## src/rtl/piso_stream_serializer.sv

```systemverilog
// rtl/piso_stream_serializer.sv - parallel-in/serial-out shifter with valid/ready word load
// A word reloads on the same edge that consumes the last bit, so consecutive words stream gap-free.
module piso_stream_serializer #(
  parameter int WIDTH      = 4,
  parameter bit MSB_FIRST  = 1'b1,
  parameter bit IDLE_LEVEL = 1'b0
) (
  input  logic             clk,
  input  logic             rst_n,
  input  logic             in_valid,
  output logic             in_ready,
  input  logic [WIDTH-1:0] parallel_in,
  input  logic             shift_en,
  output logic             serial_out,
  output logic             serial_valid,
  output logic             first_bit,
  output logic             last_bit
);

  localparam int              CNT_W = $clog2(WIDTH);
  localparam logic [CNT_W-1:0] LAST = CNT_W'(WIDTH - 1);

  logic [WIDTH-1:0] shreg;
  logic [WIDTH-1:0] shreg_shifted;
  logic [CNT_W-1:0] cnt;
  logic             busy;
  logic             head_bit;
  logic             at_last;
  logic             accept;

  // Direction only changes which end feeds the line and which way the word moves.
  generate
    if (MSB_FIRST) begin : g_msb
      assign head_bit      = shreg[WIDTH-1];
      assign shreg_shifted = {shreg[WIDTH-2:0], 1'b0};
    end else begin : g_lsb
      assign head_bit      = shreg[0];
      assign shreg_shifted = {1'b0, shreg[WIDTH-1:1]};
    end
  endgenerate

  assign at_last      = (cnt == LAST);
  assign in_ready     = !busy || (shift_en && at_last);
  assign accept       = in_valid && in_ready;

  assign serial_out   = busy ? head_bit : IDLE_LEVEL;
  assign serial_valid = busy;
  assign first_bit    = busy && (cnt == '0);
  assign last_bit     = busy && at_last;

  always_ff @(posedge clk or negedge rst_n) begin
    if (!rst_n) begin
      shreg <= '0;
      cnt   <= '0;
      busy  <= 1'b0;
    end else if (accept) begin
      shreg <= parallel_in;
      cnt   <= '0;
      busy  <= 1'b1;
    end else if (busy && shift_en) begin
      if (at_last) begin
        busy <= 1'b0;
      end else begin
        shreg <= shreg_shifted;
        cnt   <= cnt + 1'b1;
      end
    end
  end

endmodule

```

## config.mk

```make
export PLATFORM = sky130hd
export DESIGN_NAME = piso_stream_serializer
export DESIGN_NICKNAME = d
export VERILOG_FILES = /design/src/rtl/piso_stream_serializer.sv
export SDC_FILE = /design/constraint.sdc
export NUM_CORES = 1
export LEC_CHECK = 0
export BUFFER_PORTS_ARGS = -buffer_cell sky130_fd_sc_hd__buf_2
export CORE_MARGIN = 1
export CORE_UTILIZATION = 30
export DETAILED_ROUTE_END_ITERATION = 8
export SYNTH_ARGS = -nofsm -noshare
export SYNTH_HDL_FRONTEND = slang
export SYNTH_SLANG_ARGS = --single-unit
```

## constraint.sdc

```tcl
create_clock -name clk -period 1.5 [get_ports clk]
set_input_delay 0.075 -clock clk [delete_from_list [all_inputs] [get_ports clk]]
set_output_delay 0.075 -clock clk [all_outputs]
set_load 0.01 [all_outputs]
```

After elaboration in Yosys (flattened, before gate mapping)
Cells that the tools add are included.
Cells by class
  reductions and logical operators: 12
  add/subtract/negate cells: 1
  equality and inequality tests: 2
  mux-type cells: 10
Operators by type and width (number)
  two-way mux 4 bit: 3
  two-way mux 2 bit: 3
  logical AND 1 bit: 5
  two-way mux 1 bit: 4
  AND reduction 2 bit: 2
  nonzero test 2 bit: 2
  adder 2 x 1 -> 2 bit, second input constant: 1
  equality test 2 bit, second input constant: 1
  logical NOT 2 bit: 1
  inequality test 2 x 1 -> 1 bit, second input constant: 1
  logical NOT 1 bit: 1
  logical OR 1 bit: 1
Storage, ports and cells
  logic and storage cells: 28
  output and inout bits: 5
  register bits after elaboration: 7
  input bits: 8

Longest topological paths before layout
  word-level depth: 6
  mapped depth: 4
  depth with buffers taken out: 4

Worst setup path after synthesis
OpenSTA, ideal clock, no wires.
  path kind: register -> register
  start: register cnt[0]
  end: register shreg[1]
  period minus slack after synthesis: 1.385 ns
  slack: 0.115 ns
  data arrival time: 1.259 ns
  data required time: 1.374 ns
  path buffers: 0
  library setup time: 0.126 ns
  cell stages (with the launch flop): 5
  cells stage by stage: dfrtp_1 -> ha_1 -> a21bo_2 -> and3_1 -> a221o_1
On the way
  longest elaborated chain between the ends: 6
  elaborated cells between the ends (all ways): 8
  classes of those cells: eq/ne: 2; mux: 1; reduce/logical: 5
RTL lines
  start, declared: line 25  | logic [CNT_W-1:0] cnt;
  start signal, assigned: line 65  | cnt <= cnt + 1'b1;
  equality test 2 bit *: line 42  | assign at_last = (cnt == LAST);
  logical AND 1 bit *: line 43  | assign in_ready = !busy || (shift_en && at_last);
  logical OR 1 bit *: line 43
  via in_ready: line 11  | output logic in_ready,
  logical AND 1 bit *: line 44  | assign accept = in_valid && in_ready;
  inequality test 2 x 1 -> 1 bit (no line) / nonzero test 2 bit (equally long branches)
  AND reduction 2 bit (no line)
  end signal, assigned: line 57  | shreg <= parallel_in;
  end signal, assigned: line 64  | shreg <= shreg_shifted;
  end, declared: line 23  | logic [WIDTH-1:0] shreg;
Mark *: on every way through the listed nets, which the timed path passes. The rest lies on a longest branch.
A chain may end at the register's enable or synchronous reset.

Worst setup path after layout
  start: register cnt[0]
  end: register shreg[1]
On the way
  longest elaborated chain between the ends: 6
  elaborated cells between the ends (all ways): 8
  classes of those cells: eq/ne: 2; mux: 1; reduce/logical: 5
RTL lines (line)
  equality test 2 bit *: 42
  logical AND 1 bit: 43
  logical OR 1 bit: 43
  logical AND 1 bit: 44
  inequality test 2 x 1 -> 1 bit (no line) / nonzero test 2 bit (equally long branches)
  AND reduction 2 bit (no line)
Mark *: on every way between the ends. The rest lies on a longest branch, timed or not.

==> qor.txt <==
Comb power frac -> 47.7%
Net count, final -> 69
Ports -> 13
FMAX -> 701.3 MHz
Net Sw Frac -> 35.67%
WHS Endpoint -> shreg[0]
TritonCTS clock tree -> done
Post-synth ARST share -> 100.0%
Yosys top cell by area -> dfrtp_1
DRT antenna net count -> 0
First-pass GRT wire length -> 1435 microns
Clock Path Buffers -> 2
Reg2reg setup slack -> 0.07 ns
Crit path max fanout -> 5
Clock latency on the worst-skew pair -> 0.25 ns
Post-synth net total -> 50
Largest net degree at the start of global routing -> 14
DP HPWL -> 664.8 microns
Rows -> 12
Setup Buffers After CTS -> 0
GRT overflow -> 0
H-tree depth -> 1
Startpoint Class -> register
Ant. Diodes -> 0
Largest cells by area after synthesis -> dfrtp_1 43%, a22o_1 11%, ha_1 6.1%, a221o_1 4.9%, and2_1 4.6%
Yosys top cell area share -> 42.68%
Die width -> 38.99 microns
Die ar. -> 1520 sq um
Initial antenna violation count -> 0
MaxCap Viol Count -> 0
Sequential share of the synthesized area -> 42.68%
Worst min path class -> primary input to register
Final clock skew -> 0.002932 ns
DRT iter0 DRCs -> 11
Max VDD drop -> 0.7183 mV
Clk root buf -> clkbuf_4
Reg2reg start -> cnt[0]
Slew @ Worst Pin -> 0.3585 ns
Final setup TNS -> 0 ns
GP Congestion -> 0.7229
Seq pwr share -> 34.3%
Run status -> completed
Commonest cells in the netlist -> 7 x dfrtp_1, 5 x a22o_1, 3 x and2_1, 3 x inv_1
Core area -> 1186 sq um
# DRC -> 0
Relative slew slack -> 76.10%
CP endpoint kind -> register
Fin crit share -> 95.06%
Die Ht -> 38.99 microns
Main synth FF type -> dfrtp_1
WP data required -> 1.63 ns
Synthesized area -> 410.4 sq um
Avg WL per Cell -> 12.58 microns
Post-synth EDFFs -> 0
Most frequent cell after synthesis -> dfrtp_1
Final core utilization -> 45.25%
Post-DR vias/cell -> 5.139
P_leak -> 0.2715 nW
Hold_sp -> in_valid
Vias in the first global route -> 327
Total GRT Usage -> 14.73%
Psw -> 0.3316 mW
Synth Instances -> 40
Reg clk slew, reported paths -> 0.05 ns
Power density over cell area -> 1732 nW/um^2
Cell variety after synth -> 19
Cell internal pwr -> 0.5980 mW
Yosys warning count -> 0
Final Hold Fails -> 0
#FFs+latches synth -> 7
Syn_area_per_cell -> 10.26 sq um
Worst reg2reg endpoint -> shreg[1]
TritonCTS buffer count -> 3
Hold path depth -> 2
Setup CP Type -> register to register
R2R depth -> 4
Final WL -> 906 microns
Fin crit period -> 1.426 ns
RSZ-0062 raised after global routing -> false
Port bufs -> 12
Area growth, synth to finish -> 30.79%
Clock power share -> 17.9%
CTS Sinks -> 7
Final setup fails -> 0
Layout cells sized above 1 -> 34.48%
Total number of vias -> 370
Drt pass-1 iters -> 4
Starting Density -> 34.60%
Slew Limit Fails -> 0
WP data arrival -> 1.55 ns
==> layout make-up <==
| class | count | area [sq um] |
|---|---|---|
| Fill cell | 117 | 649.4 |
| Multi-Input combinational cell | 28 | 217.7 |
| Sequential cell | 7 | 175.2 |
| Timing Repair Buffer | 15 | 85.08 |
| Clock buffer | 4 | 26.28 |
| Tap cell | 14 | 17.52 |
| Inverter | 4 | 15.01 |
==> repair_timing <==
| item | in CTS | in global routing |
|---|---|---|
| setup endpoints to repair | 0 | 2 |
| hold buffers | 1 | 0 |
| resized for setup | 0 | 1 |
| hold endpoints to repair | 7 | 0 |
==> logic make-up (layout without fill, tap and decap cells) <==
group           after synthesis  in the layout  synth area share, %
simple gates                 10             10                14.63
flops                         7              7                42.68
buf+inv                       5             23                4.876
fa+ha+maj                     2              2                6.097
compound gates               15             15                29.27
mux                           1              1                2.439
==> metrics by stage <==
| stage | setup WS [ns] | instance area (sq um) | instances | total power [mW] | hold slack [ns] |
|---|---|---|---|---|---|
| 2_1_floorplan | 0.1147 | 410.4 | 40 | 0.6051 | -0.2206 |
| 3_3_place_gp | 0.08145 | 498.0 | 67 | 0.7545 | -0.08003 |
| 3_5_place_dp | 0.03477 | 498.0 | 67 | 0.7551 | -0.08426 |
| 4_1_cts | 0.02417 | 534.3 | 72 | 0.9313 | 0.1132 |
| 5_1_grt | 0.03141 | 536.8 | 72 | 1.010 | 0.1336 |
| 6_report | 0.07403 | 536.8 | 72 | 0.9296 | 0.1231 |
==> sequential cells by signal (all words and copies together), names as in the netlist <==
register / cells
cnt: 2
serial_valid: 1
shreg: 4
==> layer usage <==
layer	share of wire (%)	up-vias	wire (microns)	global-route usage (%)
met2	40	16	364	22.08
met3	7.0	0	63	6.936
met4	0	0	0	2.586
met1	53	167	478	19.35
met5	0	-	0	0
li1	-	187	-	-
==> layout by cell type, fill, tap and decap left out, drive strengths merged <==
cell | synthesis | layout
buf | 1 | 14
dfrtp | 7 | 7
a22o | 5 | 5
inv | 4 | 4
clkbuf | 0 | 4
and2 | 3 | 3
a21oi | 2 | 2
nor2b | 2 | 2
and3 | 2 | 2
a221o | 2 | 2
nand2b | 2 | 2
a221oi | 2 | 2
ha | 2 | 2
a21bo | 1 | 1
o21ai | 1 | 1
nor2 | 1 | 1
mux2i | 1 | 1
o22ai | 1 | 1
a211oi | 1 | 1
dlygate4sd3 | 0 | 1
==> how the worst max path moves through the flow <==
stage	depth (start not counted)	startpoint	to
floorplan	4	cnt[0]	shreg[1]
global placement	4	cnt[0]	shreg[1]
detailed placement	4	cnt[0]	shreg[1]
CTS	4	cnt[0]	shreg[1]
global route	4	cnt[0]	shreg[1]
finish	4	cnt[0]	shreg[1]
==> critical path, stage by stage, from the launching register on <==
cell and delay (ns):
dfrtp_1 0.40, ha_2 0.23, a21bo_2 0.23, and3_1 0.18
a221o_1 0.26
==> power groups by stage <==
stage               Clock [mW]  Sequential (mW)  Combinational [mW]
floorplan                    0            0.313               0.292
global placement             0            0.317               0.438
detailed placement           0            0.318               0.437
CTS                      0.174            0.316               0.442
global route             0.184            0.330               0.496
finish                   0.167            0.319               0.444
No activity file was read; power rests on OpenSTA's default activity.
